File: src/rtl/mem_access_unit.sv
// mem_access_unit
//   Load/store access unit between the pipeline MEM stage and a word-wide data
//   memory. It turns byte/halfword/word requests into word-aligned memory
//   accesses. Sub-word stores use a read-modify-write. Loads are lane-extracted
//   and sign/zero extended. Misaligned or reserved-size requests are answered
//   with resp_err and never touch memory.
//
// Handshake: a request transfers on a rising edge where req_valid && req_ready.
//   req_ready is high in IDLE and RESP only. The requester holds req_* stable
//   until that edge. Every accepted request yields exactly one resp_valid cycle;
//   resp_err/resp_rdata are meaningful only while resp_valid is high.
//
// Ports:
//   clk, rst_n                   clock, synchronous active-low reset
//   req_valid/req_ready          request handshake
//   req_write, req_size,         store/load, 00 byte 01 half 10 word 11 reserved,
//   req_unsigned, req_addr,      zero-extend loads, byte address,
//   req_wdata                    right-justified store data
//   resp_valid, resp_err,        one-cycle completion, error flag,
//   resp_rdata                   extended load data
//   mem_read_en, mem_write_en,   memory enables (forced low while rst_n is low)
//   mem_addr, mem_write_data,    word address, write word
//   mem_read_data                combinational read word for mem_addr
module mem_access_unit #(
  parameter int ADDR_SIZE  = 8,
  parameter bit BIG_ENDIAN = 1'b1
) (
  input  logic                 clk,
  input  logic                 rst_n,
  input  logic                 req_valid,
  output logic                 req_ready,
  input  logic                 req_write,
  input  logic [1:0]           req_size,
  input  logic                 req_unsigned,
  input  logic [31:0]          req_addr,
  input  logic [31:0]          req_wdata,
  output logic                 resp_valid,
  output logic                 resp_err,
  output logic [31:0]          resp_rdata,
  output logic                 mem_read_en,
  output logic                 mem_write_en,
  output logic [ADDR_SIZE-1:0] mem_addr,
  output logic [31:0]          mem_write_data,
  input  logic [31:0]          mem_read_data
);

  typedef enum logic [2:0] {
    S_IDLE     = 3'd0,
    S_LOAD     = 3'd1,
    S_STORE_RD = 3'd2,
    S_STORE_WR = 3'd3,
    S_RESP     = 3'd4
  } state_e;

  localparam logic [1:0] SZ_BYTE = 2'b00;
  localparam logic [1:0] SZ_HALF = 2'b01;
  localparam logic [1:0] SZ_WORD = 2'b10;

  state_e               state_q, state_d;
  logic                 write_q, write_d;
  logic [1:0]           size_q, size_d;
  logic                 uns_q, uns_d;
  logic [ADDR_SIZE+1:0] addr_q, addr_d;
  logic [31:0]          wdata_q, wdata_d;
  logic [31:0]          merge_q, merge_d;
  logic [31:0]          rdata_q, rdata_d;
  logic                 err_q, err_d;

  logic                 accept;
  logic                 misaligned;
  logic                 rd_en, wr_en;
  logic [4:0]           shift;
  logic [31:0]          shifted;
  logic [31:0]          load_ext;
  logic [31:0]          lane_mask;
  logic [31:0]          merged;

  // Address bits above the memory depth are dropped, so addresses wrap.
  logic unused_addr_bits;
  assign unused_addr_bits = ^req_addr[31:ADDR_SIZE+2];

  // Bit position of the addressed lane inside the memory word.
  function automatic logic [4:0] lane_shift(input logic [1:0] size, input logic [1:0] off);
    logic [1:0] lane;
    if (size == SZ_BYTE) begin
      lane = BIG_ENDIAN ? (2'd3 - off) : off;
    end else if (size == SZ_HALF) begin
      lane = BIG_ENDIAN ? (2'd2 - off) : off;
    end else begin
      lane = 2'd0;
    end
    return {lane, 3'b000};
  endfunction

  assign req_ready = (state_q == S_IDLE) || (state_q == S_RESP);
  assign accept    = req_valid && req_ready;

  always_comb begin
    case (req_size)
      SZ_BYTE: misaligned = 1'b0;
      SZ_HALF: misaligned = req_addr[0];
      SZ_WORD: misaligned = (req_addr[1:0] != 2'b00);
      default: misaligned = 1'b1;
    endcase
  end

  // Lane extraction for loads and lane replacement for sub-word stores.
  always_comb begin
    shift   = lane_shift(size_q, addr_q[1:0]);
    shifted = mem_read_data >> shift;
    case (size_q)
      SZ_BYTE: load_ext = uns_q ? {24'b0, shifted[7:0]}   : {{24{shifted[7]}}, shifted[7:0]};
      SZ_HALF: load_ext = uns_q ? {16'b0, shifted[15:0]}  : {{16{shifted[15]}}, shifted[15:0]};
      default: load_ext = shifted;
    endcase
    lane_mask = ((size_q == SZ_BYTE) ? 32'h0000_00FF : 32'h0000_FFFF) << shift;
    merged    = (merge_q & ~lane_mask) | ((wdata_q << shift) & lane_mask);
  end

  always_comb begin
    state_d        = state_q;
    write_d        = write_q;
    size_d         = size_q;
    uns_d          = uns_q;
    addr_d         = addr_q;
    wdata_d        = wdata_q;
    merge_d        = merge_q;
    rdata_d        = rdata_q;
    err_d          = err_q;
    rd_en          = 1'b0;
    wr_en          = 1'b0;
    mem_addr       = '0;
    mem_write_data = 32'b0;
    resp_valid     = 1'b0;

    case (state_q)
      S_IDLE: ;
      S_LOAD: begin
        rd_en    = 1'b1;
        mem_addr = addr_q[ADDR_SIZE+1:2];
        rdata_d  = load_ext;
        state_d  = S_RESP;
      end
      S_STORE_RD: begin
        rd_en    = 1'b1;
        mem_addr = addr_q[ADDR_SIZE+1:2];
        merge_d  = mem_read_data;
        state_d  = S_STORE_WR;
      end
      S_STORE_WR: begin
        wr_en          = 1'b1;
        mem_addr       = addr_q[ADDR_SIZE+1:2];
        mem_write_data = (size_q == SZ_WORD) ? wdata_q : merged;
        state_d        = S_RESP;
      end
      S_RESP: begin
        resp_valid = 1'b1;
        state_d    = S_IDLE;
      end
      default: state_d = S_IDLE;
    endcase

    // Acceptance is only possible in IDLE or RESP and overrides the
    // default next state of either.
    if (accept) begin
      write_d = req_write;
      size_d  = req_size;
      uns_d   = req_unsigned;
      addr_d  = req_addr[ADDR_SIZE+1:0];
      wdata_d = req_wdata;
      err_d   = misaligned;
      // Stores and errors respond with zero data; loads overwrite in LOAD.
      if (misaligned || req_write) begin
        rdata_d = 32'b0;
      end
      if (misaligned) begin
        state_d = S_RESP;
      end else if (!req_write) begin
        state_d = S_LOAD;
      end else if (req_size == SZ_WORD) begin
        state_d = S_STORE_WR;
      end else begin
        state_d = S_STORE_RD;
      end
    end
  end

  always_ff @(posedge clk) begin
    if (!rst_n) begin
      state_q <= S_IDLE;
      write_q <= 1'b0;
      size_q  <= 2'b00;
      uns_q   <= 1'b0;
      addr_q  <= '0;
      wdata_q <= 32'b0;
      merge_q <= 32'b0;
      rdata_q <= 32'b0;
      err_q   <= 1'b0;
    end else begin
      state_q <= state_d;
      write_q <= write_d;
      size_q  <= size_d;
      uns_q   <= uns_d;
      addr_q  <= addr_d;
      wdata_q <= wdata_d;
      merge_q <= merge_d;
      rdata_q <= rdata_d;
      err_q   <= err_d;
    end
  end

  // write_q is latched with the request for completeness; the datapath
  // decisions are already encoded in the state sequence.
  logic unused_write;
  assign unused_write = write_q;

  // Enables are gated by reset so a reset landing mid-access writes nothing.
  assign mem_read_en  = rd_en & rst_n;
  assign mem_write_en = wr_en & rst_n;
  assign resp_err     = resp_valid & err_q;
  assign resp_rdata   = rdata_q;

endmodule

File: config.mk
export PLATFORM = sky130hd
export DESIGN_NAME = mem_access_unit
export DESIGN_NICKNAME = d
export VERILOG_FILES = /design/src/rtl/mem_access_unit.sv
export SDC_FILE = /design/constraint.sdc
export NUM_CORES = 1
export LEC_CHECK = 0
export CAP_MARGIN = 20
export CORE_MARGIN = 5
export CORE_UTILIZATION = 34
export CTS_CLUSTER_SIZE = 12
export DETAILED_ROUTE_END_ITERATION = 7
export SYNTH_ARGS = -nofsm -noshare
export SYNTH_HDL_FRONTEND = slang
export SYNTH_SLANG_ARGS = --single-unit
File: constraint.sdc
create_clock -name clk -period 2.3 [get_ports clk]
set_input_delay 0.46 -clock clk [delete_from_list [all_inputs] [get_ports clk]]
set_output_delay 0.46 -clock clk [all_outputs]
set_load 0.005 [all_outputs]
==> results.json, run 1 <==
{
  "area_growth_pct": 58.87,
  "ys_seq_area_frac": 0.4053,
  "place_inst": 1085,
  "cts-htree-levels": 4,
  "p_leak_nw": 3.395,
  "die_w_um": 138.1,
  "finalSetupTns_ns": -4.902,
  "grt_start_max_net_pins": 44,
  "max-vdd-ir-drop_mv": 0.6150,
  "fin_ws_ns": -0.2864,
  "synth-edff-count": 0,
  "nets": 1019,
  "synth-async-reset-ratio": 0,
  "grt_usage": 0.2187,
  "slowest_delay_ns": 0.38,
  "drc": 0,
  "status": "finished with violations",
  "routed_wl_um": 21520,
  "placed_cell_area_um2": 7726,
  "yosys_warnings": 0,
  "grt_overflow": 0,
  "critPathKind": "reg -> out",
  "worstMarginPinSlew_ns": 0.5282,
  "hold_viol": 0,
  "end_kind": "output port",
  "drv_slew": 0,
  "ctsHoldBuffers": 0,
  "cp-start-kind": "flop",
  "synth_seq_cells": 113,
  "die_area_um2": 19080,
  "grt_pass1_wl_um": 33490,
  "fin_util": 0.5542,
  "grt_pass1_vias": 6035,
  "tritoncts": "built",
  "path_cells": "xnor2_4, buf_6, nand2_8, buf_6, mux2_4, mux2i_2, o22ai_1, buf_2",
  "grt_setup_unrepaired": "true",
  "synthCells": 707,
  "critPathTopFamily": "multiplexers",
  "synth_flop_cell": "dfxtp_1",
  "dp_slack_ns": -0.3310,
  "crit_slowest_cell": "dfxtp_4",
  "port_buffers": 157,
  "grt_antenna_before_repair": 0,
  "fin_hold_ws_ns": 0.4510,
  "post-route-period-util": 1.125,
  "viasPerCell": 5.268,
  "cts_buffer_depth": 2,
  "drt_iter0_markers": 406,
  "cp.required_ns": 1.84,
  "fp-row-count": 46,
  "clockRootBuffer": "clkbuf_16",
  "ios": 180,
  "dpl.hpwl_um": 15420,
  "clkSinkCount": 113,
  "fin_cells": 1145,
  "critPathBufInv": 3,
  "maxCapViolCount": 0,
  "violations": "setup timing",
  "diodes": 0,
  "ys_types": 52,
  "drive_above_1_share": 0.2616,
  "numCtsBuffers": 17,
  "netlist_area_um2": 5582,
  "fmax_mhz": 386.6,
  "detailroute.via_count": 6032,
  "fin_area_um2": 8867,
  "fin_skew_ns": 0.01005,
  "power.total_mw": 6.109,
  "drtPass1Iterations": 6,
  "cellPowerDensity_nw_per_um2": 688.9,
  "start_util": 0.3488,
  "gp_congestion": 0.8710,
  "ant_nets": 0,
  "setup_viol": 32,
  "die_y_um": 138.1,
  "syn_area_per_cell_um2": 7.895,
  "fin_crit_ns": 2.586,
  "arrival_ns": 2.13,
  "crit_fanout": 6,
  "clk-insertion-delay-late_ns": 0.42,
  "min_path_type": "reg -> reg",
  "syn_nets": 810,
  "relSlewSlack": 0.6433,
  "core_area_um2": 16000,
  "crit_path_frequent_cell": "buf_6",
  "wl_per_cell_um": 18.79,
  "clk_pin_slew_ns": 0.06
}
[final timing paths]
path | from | to | cells after the start | slack (ns)
max | addr_q[0] | mem_write_data[26] | 8 | -0.29
min | resp_rdata[3] | resp_rdata[3] | 2 | 0.45
max reg2reg | addr_q[0] | resp_rdata[18] | 7 | 0.09
min reg2reg | resp_rdata[3] | resp_rdata[3] | 2 | 0.45
[cell type report]
| class | count | area, µm² |
|---|---|---|
| Fill cell | 1540 | 7133 |
| Multi-Input combinational cell | 538 | 3371 |
| Timing Repair Buffer | 241 | 2292 |
| Sequential cell | 113 | 2276 |
| Clock buffer | 19 | 452.9 |
| Tap cell | 216 | 270.3 |
| Clock inverter | 13 | 185.2 |
| Inverter | 5 | 20.02 |
[cell families (layout without fill, tap and decap cells)]
kind of cell | after synthesis | in the layout | share of synthesized area
flip-flops | 113 | 113 | 0.4053
multiplexers | 39 | 39 | 0.08742
buffers and inverters | 59 | 278 | 0.04528
AO/OA/AOI/OAI | 185 | 185 | 0.2074
XOR/XNOR | 2 | 2 | 0.009865
AND/OR/NAND/NOR | 309 | 312 | 0.2448
[power by group]
part / switching (mW) / internal (mW)
clock: 0.980 / 1.87
combinational: 0.545 / 0.609
sequential: 0.0726 / 2.04
total: 1.60 / 4.51
[layout by cell type (no fill, tap or decap), drive strengths merged, types with 2 or more instances in the layout]
cell,count
nand3,2
or3,18
and2,11
nor2b,3
o21ai,26
dfxtp,113
clkbuf,21
nand2b,2
mux4,7
a21oi,108
a22o,7
dlygate4sd2,2
nor3,21
nor3b,3
inv,4
clkinvlp,5
buf,112
clkinv,5
dlymetal6s2s,4
bufbuf,2
bufinv,4
o221a,8
a311o,8
o2bb2ai,3
mux2i,24
o22ai,8
nor2,44
nand2,202
clkdlybuf4s50,119
a211o,2
mux2,8
a222oi,4
[Yosys cell counts, types with 2 or more instances]
cell       instances  area, µm²
a222oi_1           4      40.04
a211o_1            2      17.52
and2_1            11      68.82
nor2_1            44      165.2
mux2i_1           24      240.2
nor2b_1            3      18.77
o21ai_0           25      125.1
nor3b_1            3      22.52
dfxtp_1          113       2262
buf_6              3      33.78
a21oi_1          107      535.5
o2bb2ai_1          3      26.28
or3_1             16      100.1
buf_2              4      20.02
nor3_2            12      120.1
nand2b_1           2      12.51
nand3_1            2      10.01
a22o_1             7      61.31
mux2_2             8      90.09
o22ai_1            8      50.05
clkbuf_1          43      161.4
o221a_2            8      90.09
a311o_1            8      80.08
nor3_1             9      45.04
mux4_2             7      157.7
inv_1              3      11.26
nand2_1          201      754.5
buf_1              3      11.26
[metal layers]
layer,routed length (µm),track usage,vias up
li1,-,-,2889
met1,9618,0.2927,2908
met2,10210,0.3551,206
met3,1362,0.04931,29
met4,328,0.06344,0
met5,0,0,-
[worst register-to-register path, cell delays in order (launching register included)]
cell       delay, ns
dfxtp_4         0.38
buf_6           0.15
or3b_4          0.41
a211o_1         0.34
a311oi_2        0.37
a2111oi_4       0.10
buf_12          0.17
nor3_1          0.20
[state kept, by name (all words and copies together), names as in the netlist]
signal / flops
wdata_q: 32
size_q: 2
addr_q: 10
uns_q: 1
err_q: 1
merge_q: 32
state_q: 3
resp_rdata: 32
[timing repair]
action                                  4_1_cts  5_1_grt
pin swaps                                    26       26
cloned                                        4        1
gates resized for setup                     194       51
endpoints found under the setup margin       51       41
endpoints found under the hold margin         0        0
setup buffers                                19        6
Power figures use the tool's default switching activity.
==> run 2, diff against run 1 <==
--- a/config.mk
+++ b/config.mk
@@ -6,10 +6,13 @@
 export NUM_CORES = 1
 export LEC_CHECK = 0
 export CAP_MARGIN = 20
+export CELL_PAD_IN_SITES_DETAIL_PLACEMENT = 1
+export CELL_PAD_IN_SITES_GLOBAL_PLACEMENT = 2
 export CORE_MARGIN = 5
-export CORE_UTILIZATION = 34
+export CORE_UTILIZATION = 23
 export CTS_CLUSTER_SIZE = 12
 export DETAILED_ROUTE_END_ITERATION = 7
+export PLACE_DENSITY_LB_ADDON = 0.1
 export SYNTH_ARGS = -nofsm -noshare
 export SYNTH_HDL_FRONTEND = slang
 export SYNTH_SLANG_ARGS = --single-unit
==> run 2 against run 1 <==
Net effect: the flow still finishes with violations (setup timing); sequential share of layout area is 1.5 points lower; global-route usage down 4.0 points; utilization shrank 16 points; sequential cell count did not move; worst setup slack better by 0.0095 ns; clock power up 4%; hold slack improved by 0.0024 ns; critical path type unchanged.
==> results.json, run 2 (same netlist as run 1, synthesis figures left out) <==
{
  "status": "finished with violations",
  "violations": "setup timing",
  "seqPwrFrac": 0.331,
  "cellPowerDensity_nw_per_um2": 673.3,
  "clkPwrFrac": 0.465,
  "fin_area_um2": 9442,
  "max-vdd-ir-drop_mv": 0.3753,
  "arrival_ns": 2.12,
  "cts_buffer_depth": 2,
  "fillers": 2839,
  "grt_usage": 0.1786,
  "worstMarginPinSlew_ns": 0.6364,
  "nets": 1045,
  "comb_power_share": 0.204,
  "ant_nets": 0,
  "post-route-period-util": 1.120,
  "grt_pass1_vias": 6541,
  "drt_iter0_markers": 278,
  "drv_slew": 0,
  "wl_per_cell_um": 19.89,
  "die_y_um": 165.8,
  "hold_viol": 0,
  "fin_skew_ns": 0.01006,
  "port_buffers": 157,
  "placed_cell_area_um2": 7946,
  "drc": 0,
  "die_w_um": 165.8,
  "min_path_type": "reg -> reg",
  "tritoncts": "built",
  "crit_fanout": 5,
  "grt_setup_unrepaired": "true",
  "diodes": 0,
  "final_cell_mix": "nand2_1 (199), clkdlybuf4s50_1 (117), dfxtp_1 (107), a21oi_1 (99), buf_4 (66)",
  "cp.required_ns": 1.84,
  "ios": 180,
  "clk_pin_slew_ns": 0.06,
  "maxCapViolCount": 0,
  "drive_above_1_share": 0.2935,
  "grt_overflow": 0,
  "place_inst": 1201,
  "start_util": 0.2315,
  "viasPerCell": 4.794,
  "fin_crit_ns": 2.577,
  "setup_viol": 32,
  "grt_pass1_wl_um": 38750,
  "drtPass1Iterations": 4,
  "switching_power_mw": 1.672,
  "area_growth_pct": 69.15,
  "switching_share": 0.2630,
  "core_area_um2": 24110,
  "cp-startpoint": "size_q[0]",
  "clk-insertion-delay-late_ns": 0.42,
  "detailroute.via_count": 6127,
  "cp-start-kind": "flop",
  "dp_slack_ns": -0.4064,
  "end_kind": "output port",
  "numCtsBuffers": 17,
  "cts-htree-levels": 4,
  "fin_cells": 1278,
  "relSlewSlack": 0.5758,
  "grt_antenna_before_repair": 1,
  "layout_commonest_cell": "nand2_1",
  "grt_start_max_net_pins": 58,
  "clockRootBuffer": "clkbuf_16",
  "fin_ws_ns": -0.2769,
  "routed_wl_um": 25420,
  "p_leak_nw": 3.654,
  "fmax_mhz": 388.1,
  "fp-row-count": 57,
  "die_area_um2": 27480,
  "critPathKind": "reg -> out",
  "clkSinkCount": 113,
  "dpl.hpwl_um": 18410,
  "p_int_mw": 4.685,
  "ctsHoldBuffers": 0,
  "gp_congestion": 0.8082,
  "hp-start": "resp_rdata[3]",
  "r2r_start": "size_q[1]"
}
-- run 2: metal layers --
metal  up-vias  wire length (µm)  track usage
li1       2946                 -            -
met4         2               375      0.04268
met5         -                 7            0
met1      3003             11640       0.2350
met3        31              1198      0.04189
met2       145             12200       0.2981
-- run 2: per-stage QoR --
step / power, mW / hold WS, ns / setup TNS, ns / util
detailed placement: 3.157 / 0.4465 / -10.09 / 0.3296
finish: 6.357 / 0.4534 / -4.402 / 0.3917
floorplan: 2.616 / 0.4317 / 0 / -
global placement: 3.134 / 0.4406 / -6.980 / 0.3296
global route: 6.618 / 0.4783 / -7.119 / 0.3917
CTS: 6.358 / 0.4542 / -4.686 / 0.3834
-- run 2: worst max-delay path, stage by stage (launching register included) --
cell	delay, ns
dfxtp_4	0.38
and3b_2	0.26
or3_4	0.45
o21ai_1	0.18
a311o_1	0.25
a21oi_2	0.06
buf_2	0.13
-- run 2: timing repair --
action,4_1_cts,5_1_grt
pin swaps,37,24
setup buffers,33,10
cloned,4,3
resized for setup,250,32
endpoints found under the setup margin,60,57
-- run 2: final cells by class --
type / instances / area (µm²) / share of cell area
well taps: 324 / 405.4 / 0.04294
flip-flops and latches: 113 / 2280 / 0.2415
clock buffers: 20 / 456.7 / 0.04837
inverters: 5 / 20.02 / 0.002120
multi-input cells: 538 / 3468 / 0.3673
clock inverters: 11 / 185.2 / 0.01961
repair buffers: 267 / 2626 / 0.2782
-- run 2: final timing paths --
path	slack, ns	cells after the start	end
max	-0.28	6	mem_write_data[20]
min	0.45	2	resp_rdata[3]
min reg2reg	0.45	2	resp_rdata[3]
max reg2reg	0.07	9	resp_rdata[19]
-- run 2: power by group through the flow --
stage                     clock network [mW]  registers [mW]  logic, mW
after floorplan                            0            2.12      0.501
after global placement                     0            2.14      0.995
after detailed placement                   0            2.14       1.01
after CTS                               3.02            2.10       1.24
after global routing                    3.12            2.11       1.38
final                                   2.96            2.11       1.29
